File: src/rtl/aes_round_ctrl.sv
// Iterative AES-128 sequencer: state and round-key registers, round counter, on-the-fly key schedule.
// Latency: start accepted -> done_o after 2+NR*(1+DP_LAT) cycles; one block per 3+NR*(1+DP_LAT) cycles.
// Backpressure: start_i is taken only while ready_o=1 and dropped otherwise; `define AES_ABORT_EN adds abort_i.
module aes_round_ctrl #(
    parameter int DP_LAT = 1,
    parameter int NR     = 10
) (
    input  logic         clk,
    input  logic         rst_n,
    input  logic         start_i,
`ifdef AES_ABORT_EN
    input  logic         abort_i,
`endif
    input  logic [127:0] plaintext_i,
    input  logic [127:0] key_i,
    output logic         ready_o,
    output logic         done_o,
    output logic [127:0] ciphertext_o,
    output logic [127:0] dp_state_o,
    output logic [127:0] dp_rkey_o,
    output logic         dp_last_o,
    input  logic [127:0] dp_state_i,
    output logic [31:0]  sw_o,
    input  logic [31:0]  sw_i
);
    localparam logic [3:0] LAST_ROUND = 4'(NR);
    localparam logic [2:0] WAIT_LOAD  = 3'(DP_LAT - 1);

    typedef enum logic [2:0] {IDLE, INIT, KEXP, WAIT, DONE} fsm_t;

    fsm_t         fsm_q, fsm_d;
    logic [127:0] state_q;
    logic [127:0] rkey_q;
    logic [127:0] pt_q;
    logic [127:0] key_q;
    logic [3:0]   round_q;
    logic [2:0]   wait_q;
    logic         abort;
    logic [7:0]   rcon;
    logic [31:0]  w0_n, w1_n, w2_n, w3_n;

`ifdef AES_ABORT_EN
    assign abort = abort_i && (fsm_q != IDLE);
`else
    assign abort = 1'b0;
`endif

    assign ready_o    = (fsm_q == IDLE);
    assign dp_state_o = state_q;
    assign dp_rkey_o  = rkey_q;
    assign sw_o       = {rkey_q[23:0], rkey_q[31:24]};

    always_ff @(posedge clk or negedge rst_n) begin
        if (!rst_n) begin
            fsm_q <= IDLE;
        end else begin
            fsm_q <= fsm_d;
        end
    end

    always_comb begin
        fsm_d = fsm_q;
        case (fsm_q)
            IDLE:    if (start_i) fsm_d = INIT;
            INIT:    fsm_d = KEXP;
            KEXP:    fsm_d = WAIT;
            WAIT:    if (wait_q == 3'd0) fsm_d = (round_q == LAST_ROUND) ? DONE : KEXP;
            DONE:    fsm_d = IDLE;
            default: fsm_d = IDLE;
        endcase
        if (abort) fsm_d = IDLE;
    end

    always_comb begin
        rcon = 8'h00;
        case (round_q)
            4'd1:    rcon = 8'h01;
            4'd2:    rcon = 8'h02;
            4'd3:    rcon = 8'h04;
            4'd4:    rcon = 8'h08;
            4'd5:    rcon = 8'h10;
            4'd6:    rcon = 8'h20;
            4'd7:    rcon = 8'h40;
            4'd8:    rcon = 8'h80;
            4'd9:    rcon = 8'h1b;
            4'd10:   rcon = 8'h36;
            default: rcon = 8'h00;
        endcase
    end

    // Next round key; sw_i is the external S-box applied to RotWord(w3).
    assign w0_n = rkey_q[127:96] ^ sw_i ^ {rcon, 24'h000000};
    assign w1_n = rkey_q[95:64]  ^ w0_n;
    assign w2_n = rkey_q[63:32]  ^ w1_n;
    assign w3_n = rkey_q[31:0]   ^ w2_n;

    always_ff @(posedge clk or negedge rst_n) begin
        if (!rst_n) begin
            state_q      <= '0;
            rkey_q       <= '0;
            pt_q         <= '0;
            key_q        <= '0;
            round_q      <= '0;
            wait_q       <= '0;
            dp_last_o    <= 1'b0;
            done_o       <= 1'b0;
            ciphertext_o <= '0;
        end else begin
            done_o <= 1'b0;
            if (!abort) begin
                case (fsm_q)
                    IDLE: begin
                        if (start_i) begin
                            pt_q  <= plaintext_i;
                            key_q <= key_i;
                        end
                    end
                    INIT: begin
                        state_q <= pt_q ^ key_q;
                        rkey_q  <= key_q;
                        round_q <= 4'd1;
                    end
                    KEXP: begin
                        rkey_q    <= {w0_n, w1_n, w2_n, w3_n};
                        dp_last_o <= (round_q == LAST_ROUND);
                        wait_q    <= WAIT_LOAD;
                    end
                    WAIT: begin
                        if (wait_q == 3'd0) begin
                            state_q <= dp_state_i;
                            if (round_q != LAST_ROUND) round_q <= round_q + 4'd1;
                        end else begin
                            wait_q <= wait_q - 3'd1;
                        end
                    end
                    DONE: begin
                        ciphertext_o <= state_q;
                        done_o       <= 1'b1;
                    end
                    default: ;
                endcase
            end
        end
    end
endmodule

File: config.mk
export PLATFORM = sky130hd
export DESIGN_NAME = aes_round_ctrl
export DESIGN_NICKNAME = d
export VERILOG_FILES = /design/src/rtl/aes_round_ctrl.sv
export SDC_FILE = /design/constraint.sdc
export NUM_CORES = 1
export LEC_CHECK = 0
export BUFFER_PORTS_ARGS = -buffer_cell sky130_fd_sc_hd__buf_2
export CORE_MARGIN = 3
export CORE_UTILIZATION = 25
export CTS_BUF_LIST = sky130_fd_sc_hd__clkbuf_2
export DETAILED_ROUTE_END_ITERATION = 16
export PLACE_DENSITY = 0.52
export SLEW_MARGIN = 20
export SYNTH_ARGS = -nofsm -noshare
export SYNTH_HDL_FRONTEND = slang
export SYNTH_SLANG_ARGS = --single-unit
File: constraint.sdc
create_clock -name clk -period 2 [get_ports clk]
set_input_delay 0.5 -clock clk [delete_from_list [all_inputs] [get_ports clk]]
set_output_delay 0.5 -clock clk [all_outputs]
set_load 0.05 [all_outputs]
Word level (Yosys, flattened, before mapping)
Memories as Yosys holds them, arrays and structs flattened.
Index checks and enable logic that the tools add are counted.
- flip-flop bits (word level): 652
- ROM bits: 128
- input port bits: 419
- output and inout port bits: 419
- word-level logic and storage cells: 52
- memories: 1
- memories (memory ; words ; bits a word ; read ports ; clocked after Yosys merged registers in ; wr ports ; line ; RTL):
    (name not given) ; 16 ; 8 ; 1 ; 0 ; 0 ; 76 ; case (round_q)
- add/sub/neg operators: 2
- eq/ne operators: 10
- muxes and demuxes: 13
- bitwise gates (word level): 6
- reduce and logical (&&, ||, !) cells: 10
- operators with widths (kind ; count):
    one-hot mux 128 bit (2 select lines) ; 2
    bitwise XOR 32 bit ; 5
    2-to-1 mux 128 bit ; 1
    bitwise XOR 128 bit ; 1
    2-to-1 mux 3 bit ; 4
    one-hot mux 3 bit (4 select lines) ; 1
    2-to-1 mux 4 bit ; 2
    inequality test 2 bit, second input constant ; 4
    one-hot mux 4 bit (2 select lines) ; 1
    AND reduction 2 bit ; 4
    == test 3 x 2 -> 1 bit, second input constant ; 2
    zero test 3 bit ; 2
    one-hot mux 3 bit (2 select lines) ; 1
    nonzero test 2 bit ; 3
    adder 4 x 1 -> 4 bit, second input constant ; 1
    == test 4 bit, second input constant ; 1
    inequality test 4 bit, second input constant ; 1
    == test 3 x 1 -> 1 bit, second input constant ; 1
    == test 3 bit, second input constant ; 1
    AND reduction 3 bit ; 1
    subtractor 3 x 1 -> 3 bit, second input constant ; 1
    2-to-1 mux 1 bit ; 1

Longest topological paths before layout
Gate-level depths: netlist (run 1).
- depth in word-level cells: 6
- gate-level depth with buffers: 10
- gate-level depth less buffers: 7

Worst setup path before layout (run 1)
No wires, ideal clock.
- path type: flip-flop to flip-flop
- start: register fsm_q[1]
- end: register key_q[100]
- setup time: 0.125 ns
- data arrival time: 2.662 ns
- required time: 1.875 ns
- slack: -0.787 ns
- cell stages (with the launch flop): 8
- buffers on the path: 4
- period minus slack after synthesis: 2.787 ns
- cell sequence: dfrtp_1 > buf_2 > nor3_1 > and2_1 > buf_2 > buf_4 > buf_6 > mux2_2
- longest elaborated chain between the ends: 2
- ends and longest elaborated chain (element ; line ; RTL):
    start: declaration ; 31 ; fsm_t fsm_q, fsm_d;
    start signal: assignment ; 57 ; fsm_q <= fsm_d;
    zero test 3 bit ; n/a ;
    named net ready_o ; 16 ; output logic ready_o,
    AND reduction 2 bit (no line) ; n/a ;
    end signal: assignment ; 115 ; key_q <= key_i;
    end: declaration ; 35 ; logic [127:0] key_q;
The timed path passes the listed nets, and every way through them passes these cells.
A chain may end at the register's enable or synchronous reset.

Worst setup path in the final report (run 1)
- start: register fsm_q[1]
- end: output ready_o
- longest elaborated chain between the ends: 1
- ends and longest elaborated chain (element ; line ; RTL):
    zero test 3 bit ; 48 ; assign ready_o = (fsm_q == IDLE);
    end: declaration ; 16 ;
No other way between the ends.

==> impl_metrics.json, run 1 <==
{
  "netlist_area_um2": 30600,
  "grt_use_total_pct": 24.21,
  "rows": 127,
  "r2r_start": "fsm_q[0]$_DFFE_PN0P_",
  "totalWireLength_mm": 173.5,
  "post-place-ws_ns": -0.1368,
  "max_slew_margin_pct": 23.78,
  "via_count": 33578,
  "ys_warn_count": 0,
  "worst-setup-path-type": "reg2out",
  "wire_per_inst_um": 24.56,
  "p_comb_share_pct": 63.9,
  "cp.arrival_ns": 2.61,
  "r2r_slack_ns": -0.30,
  "ys_seq_area_share_pct": 53.32,
  "ios": 838,
  "nets": 5711,
  "yosys_register_bits": 652,
  "ys.flop_type": "dfrtp_1",
  "yosys.cell_types.count": 50,
  "clock_path_buffers": 3,
  "crit_end": "ready_o",
  "finalCriticalPeriod_ns": 3.109,
  "power.leakage_nw": 26.48,
  "overflow": 0,
  "clockPowerShare_pct": 10.9,
  "worstRegToRegCells": 11,
  "die_y_um": 355.8,
  "grt_max_degree": 98,
  "hold_class": "in2reg",
  "synth_edf_count": 0,
  "switchingPower_mw": 49.32,
  "slew_viol_final": 0,
  "cts_max_level": 4,
  "antenna_left": 0,
  "maxCapViolCount": 0,
  "rsz0062_at_grt": "yes",
  "drive_above_1_share_pct": 43.37,
  "clock_latency_ns": 1.62,
  "violations": "negative setup slack",
  "grt_pass1_wl_mm": 227.4,
  "cts-root-buf": "clkbuf_2",
  "dieArea_um2": 126600,
  "cts-buffers-inserted": 188,
  "dp_hpwl_mm": 103.2,
  "drtIter0Drc": 2210,
  "setup_slack_ns": -1.109,
  "drtPass1Iterations": 6,
  "finalCritPeriodShare_pct": 155.5,
  "p_int_mw": 51.50,
  "finalHoldViolCount": 0,
  "skew_ns": 0.1136,
  "synthCells": 2790,
  "clk_pin_slew_ns": 0.12,
  "r2r-end": "dp_state_o[87]$_DFFE_PN0P_",
  "cts_tree": "built",
  "async_flop_share_pct": 100.0,
  "synth_area_per_cell_um2": 10.97,
  "grt_pass1_vias": 34779,
  "core_um2": 120800,
  "start_kind": "flop",
  "gp_congestion": 0.8257,
  "cts.sinks": 652,
  "seq_area_um2": 16450,
  "die_width_um": 355.8,
  "fill_cells": 10275,
  "status": "finished with violations",
  "ir_drop_uv": 1178,
  "antenna_found_initial": 24,
  "cp_max_fo": 2,
  "p_total_mw": 100.8,
  "setup-violations-final": 564,
  "area_growth_pct": 91.08,
  "power_frac_seq_pct": 25.2,
  "io_buffers": 837,
  "synthesis.nets": 3217,
  "cp-startpoint": "fsm_q[1]$_DFFE_PN0P_",
  "multiInputGateArea_um2": 13870,
  "tightest_slew_ns": 1.143,
  "drc_errors": 0,
  "max_freq_mhz": 321.6,
  "vias_per_cell": 4.752,
  "crit_required_ns": 1.50,
  "swShare_pct": 48.92,
  "crit_path_end_kind": "output pin",
  "min_delay_path_depth": 4,
  "initial_core_util_pct": 25.34,
  "powerDensity_nw_per_um2": 1724
}
==> critical path, cell delays in order (launching register included) <==
cell and delay [ns]:
dfrtp_4 0.51, nor3_4 0.21, buf_6 0.13, buf_12 0.14
==> power groups by stage <==
stage                     logic, mW  registers, mW  clock network [mW]
after floorplan                20.1           32.7                   0
after global routing           67.9           25.9                12.0
after global placement         43.6           25.5                   0
after CTS                      54.8           25.2                11.1
after detailed placement       44.1           25.7                   0
final                          64.5           25.4                11.0
==> final cells by class <==
type,count,area share (%)
Tap cell,1612,3.450
Inverter,40,0.2868
Timing Repair Buffer,2523,41.28
Clock buffer,273,2.337
Sequential cell,652,28.13
Multi-Input combinational cell,1879,23.72
Antenna cell,28,0.1198
Clock inverter,59,0.6784
==> worst min path at each step <==
stage	startpoint	endpoint	slack, ns
2_1_floorplan	rst_n	ciphertext_o[0]$_DFFE_PN0P_	0.20
3_3_place_gp	rst_n	key_q[83]$_DFFE_PN0P_	0.35
3_5_place_dp	rst_n	key_q[83]$_DFFE_PN0P_	0.35
4_1_cts	plaintext_i[93]	pt_q[93]$_DFFE_PN0P_	0.00007
5_1_grt	dp_state_i[40]	dp_state_o[40]$_DFFE_PN0P_	0.13
6_report	key_i[66]	key_q[66]$_DFFE_PN0P_	0.26
==> cell families after synthesis <==
kind of cell,after synthesis,synth area share [%]
compound gates,589,11.50
xor+xnor,268,7.810
fa+ha+maj,8,0.3271
buf+inv,260,4.384
flops,652,53.32
mux,385,14.16
simple gates,628,8.493
==> synthesized netlist by cell type (7+ instances only) <==
| cell type | n | share of area [%] |
|---|---|---|
| a21oi_1 | 191 | 3.1 |
| dfrtp_1 | 652 | 53 |
| nor2_1 | 270 | 3.3 |
| clkbuf_1 | 94 | 1.2 |
| a221o_1 | 27 | 0.88 |
| mux2_2 | 383 | 14 |
| buf_6 | 20 | 0.74 |
| nand3_1 | 59 | 0.97 |
| nor2b_1 | 28 | 0.57 |
| a311oi_1 | 24 | 0.69 |
| xor2_1 | 33 | 0.94 |
| o311ai_0 | 7 | 0.20 |
| xnor2_1 | 232 | 6.6 |
| nand2_1 | 235 | 2.9 |
| inv_1 | 39 | 0.48 |
| ha_1 | 8 | 0.33 |
| o21ai_0 | 212 | 3.5 |
| buf_2 | 55 | 0.90 |
| o21ai_1 | 15 | 0.25 |
| a221oi_1 | 24 | 0.69 |
| buf_1 | 12 | 0.15 |
| buf_4 | 39 | 0.96 |
| a211oi_1 | 49 | 1.2 |
| o22ai_1 | 16 | 0.33 |
==> state kept, by name, summed over array words and instances (netlist names) <==
register and flops:
ciphertext_o 128, done_o 1, dp_last_o 1, dp_rkey_o 128
dp_state_o 128, fsm_q 3, key_q 128, pt_q 128
round_q 4, wait_q 3
==> repair_timing <==
action	in CTS	in global routing
setup buffers	247	135
hold buffers	1095	0
hold endpoints to repair	1165	0
resized for setup	972	339
endpoints found under the setup margin	596	671
pin swaps	1	69
cloned	1	40
==> layer usage <==
metal	GRT usage [%]	vias up	routed length (µm)
li1	-	14765	-
met1	28.17	16701	65930
met2	41.76	1608	85040
met3	6.751	494	13620
met4	10.14	10	8886
met5	0	-	63
==> through the flow <==
step	hold WS, ns	cells	cell area (µm²)	utilization [%]	TNS (ns)
floorplan	0.2044	2790	30660	-	-7.870
global placement	0.3512	5195	37700	31.22	-11.18
detailed placement	0.3509	5195	37700	31.22	-8.877
CTS	0.00006839	6865	55190	45.70	-418.27
global route	0.1282	7056	58440	48.39	-398.18
finish	0.2625	7066	58470	48.41	-292.16
==> placed cells by master, fill, tap and decap left out, drive strengths merged, types with 3 or more instances in the layout <==
cell type,n
a211oi,49
and2,6
a311o,5
clkinvlp,3
dlygate4sd3,1094
buf,1397
diode,28
o21ai,227
dfrtp,652
clkbuf,305
a311oi,24
nor3,4
xnor2,232
nand3,59
mux2,383
xor2,33
nor2,270
nand2b,5
a221o,27
o311a,3
a22oi,4
o311ai,7
bufinv,5
and3,4
clkinv,51
a21oi,191
o21bai,4
nand2,236
a221oi,24
nor4,5
ha,8
inv,40
nor2b,30
o22ai,16
No activity file was read; power rests on OpenSTA's default activity.
==> inputs of run 2 (changes only) <==
--- a/config.mk
+++ b/config.mk
@@ -5,6 +5,7 @@
 export SDC_FILE = /design/constraint.sdc
 export NUM_CORES = 1
 export LEC_CHECK = 0
+export ABC_AREA = 1
 export BUFFER_PORTS_ARGS = -buffer_cell sky130_fd_sc_hd__buf_2
 export CORE_MARGIN = 3
 export CORE_UTILIZATION = 25
==> impl_metrics.json, run 2 <==
{
  "cpPeakStageDelay_ns": 0.40,
  "slew_viol_final": 0,
  "clock_path_buffers": 3,
  "clock_latency_ns": 1.50,
  "max_slew_margin_pct": 36.86,
  "dp_cells": 5152,
  "yosys.area.top_type_share_pct": 55.57,
  "synth_area_leaders": "dfrtp_1 56%, mux2_2 8.9%, nand2_1 8.0%, o21ai_0 5.7%, xnor2_1 4.7%",
  "finalHoldViolCount": 0,
  "synthCells": 2860,
  "yosys-top-cells-count": "652 x dfrtp_1, 627 x nand2_1, 332 x o21ai_0",
  "wire_per_inst_um": 21.87,
  "holdWs_ns": 0.2236,
  "die_y_um": 348.7,
  "powerDensity_nw_per_um2": 1744,
  "cts.sinks": 652,
  "vias_per_cell": 4.582,
  "max_freq_mhz": 364.1,
  "synth_top_family_by_area": "compound AO/OA/AOI/OAI gates",
  "post-synth-top-count-cell": "dfrtp_1",
  "finalCriticalPeriod_ns": 2.747,
  "synth_edf_count": 0,
  "power.leakage_nw": 24.50,
  "cts-buffers-inserted": 186,
  "area_growth_pct": 74.93,
  "yosys_register_bits": 652,
  "post-place-ws_ns": 0.02267,
  "synth_simple_gate_area_share_pct": 10.01,
  "start_kind": "flop",
  "violations": "negative setup slack",
  "synthesis.nets": 3287,
  "rows": 125,
  "cts_tree": "built",
  "skew_ns": 0.1099,
  "totalWireLength_mm": 144.6,
  "gp_congestion": 0.8611,
  "async_flop_share_pct": 100.0,
  "drtIter0Drc": 1905,
  "overflow": 0,
  "maxCapViolCount": 0,
  "yosys.area.top_type": "dfrtp_1",
  "worstPathCellList": "nor2_2, inv_2, nor2_4, buf_12",
  "grt_pass1_wl_mm": 204.8,
  "netlist_area_um2": 29360,
  "cp.arrival_ns": 2.25,
  "ys_seq_area_share_pct": 55.57,
  "synthAdderAreaFrac_pct": 0.3409,
  "fin_util_pct": 44.14,
  "io_buffers": 837,
  "yosys.cell_types.count": 29,
  "worst-setup-path-type": "reg2out",
  "grt_util_met2_pct": 37.25,
  "tightest_slew_ns": 0.9470,
  "setup_slack_ns": -0.7465,
  "grt_max_degree": 127,
  "finalNonFillerCells": 6611,
  "via_count": 30292,
  "dieArea_um2": 121600,
  "ys.flop_type": "dfrtp_1",
  "setup_tns_ns": -363.84,
  "drc_errors": 0,
  "crit_path_end_kind": "output pin",
  "nets": 5355,
  "gr-max-usage-layer": "met2",
  "dp_hpwl_mm": 99.17,
  "cp_max_fo": 2,
  "core_um2": 116400,
  "finalCritPeriodShare_pct": 137.3,
  "rsz0062_at_grt": "yes",
  "setup-violations-final": 675,
  "crit_required_ns": 1.50,
  "clk_pin_slew_ns": 0.10,
  "ios": 838,
  "grt_use_total_pct": 22.67,
  "final_common_cell": "dlygate4sd3_1",
  "cts-root-buf": "clkbuf_2",
  "use_met3_pct": 6.043,
  "yosys.area_share.xor_xnor_pct": 6.235,
  "hold_class": "in2reg",
  "cpMaxStageDelayCell": "dfrtp_1",
  "grt_util_met1_pct": 28.00,
  "drtPass1Iterations": 6,
  "synth_compound_area_share_pct": 11.50,
  "drive_above_1_share_pct": 36.54,
  "antenna_found_initial": 26,
  "antenna_left": 0,
  "layout_common_cells": "843 x dlygate4sd3_1, 609 x nand2_1, 606 x dfrtp_1",
  "cts_max_level": 4,
  "synth_mux_area_share_pct": 9.818,
  "ir_drop_uv": 1210,
  "die_width_um": 348.7,
  "synth_area_per_cell_um2": 10.27,
  "ys_warn_count": 0,
  "status": "finished with violations",
  "grt_pass1_vias": 31708,
  "initial_core_util_pct": 25.23
}
## run 2: final timing paths
check	startpoint	endpoint	slack, ns	cells after the start
setup / recovery	fsm_q[0]$_DFFE_PN0P_	ready_o	-0.75	4
hold / removal	start_i	pt_q[88]$_DFFE_PN0P_	0.22	5
setup reg to reg	fsm_q[1]$_DFFE_PN0P_	pt_q[39]$_DFFE_PN0P_	-0.71	18
hold reg to reg	key_q[68]$_DFFE_PN0P_	dp_rkey_o[68]$_DFFE_PN0P_	0.49	2
max in group asynchronous	rst_n	ciphertext_o[44]$_DFFE_PN0P_	0.41	6
min in group asynchronous	rst_n	dp_rkey_o[108]$_DFFE_PN0P_	0.79	5
## run 2: power by group
group	internal (mW)	total (mW)	switching, mW
logic	22.0	53.7	31.7
clock network	3.85	10.2	6.32
registers	19.1	25.7	6.61
total	44.9	89.6	44.6
## run 2: metrics by stage
stage / total power, mW / cell area (µm²)
detailed placement: 67.96 / 35680
CTS: 86.97 / 49810
finish: 89.56 / 51360
global placement: 67.58 / 35680
global route: 95.13 / 51340
floorplan: 52.83 / 29360
## run 2: critical path, delay by kind of cell (launching register included)
family | cells | cell delay, ns
and+or+nand+nor | 2 | 0.23
DFF | 1 | 0.40
buffers and inverters | 2 | 0.22
## run 2: cell type report
class / instances / area [µm²]
diodes: 22 / 55.05
clock buffers: 277 / 1386
clock inverters: 48 / 250.2
fillers: 10899 / 65000
inverters: 231 / 915.9
multi-input cells: 1789 / 11390
flip-flops and latches: 652 / 16370
well taps: 1524 / 1907
repair buffers: 2068 / 19080
## run 2: what timing repair did
action | CTS | global route
hold buffers | 859 | 0
setup endpoints to repair | 419 | 592
pin swaps | 2 | 8
hold endpoints to repair | 1167 | 0
gates resized for setup | 929 | 117
gates cloned | 0 | 8
setup buffers | 131 | 129
## run 2: logic make-up (layout without fill, tap and decap cells)
| kind of cell | count (synthesis) | after routing |
|---|---|---|
| and+or+nand+nor | 750 | 750 |
| DFF | 652 | 652 |
| AOI/OAI and AO/OA | 566 | 566 |
| buffers and inverters | 419 | 2624 |
| muxes | 256 | 256 |
| xor gates and xnor gates | 209 | 209 |
| adders and majority gates | 8 | 8 |
| other | 0 | 22 |
## run 2: routing by layer
metal | up-vias | wire, µm
met3 | 331 | 10190
met4 | 0 | 5727
li1 | 13767 | -
met1 | 14983 | 59490
met2 | 1211 | 69190
met5 | - | 0
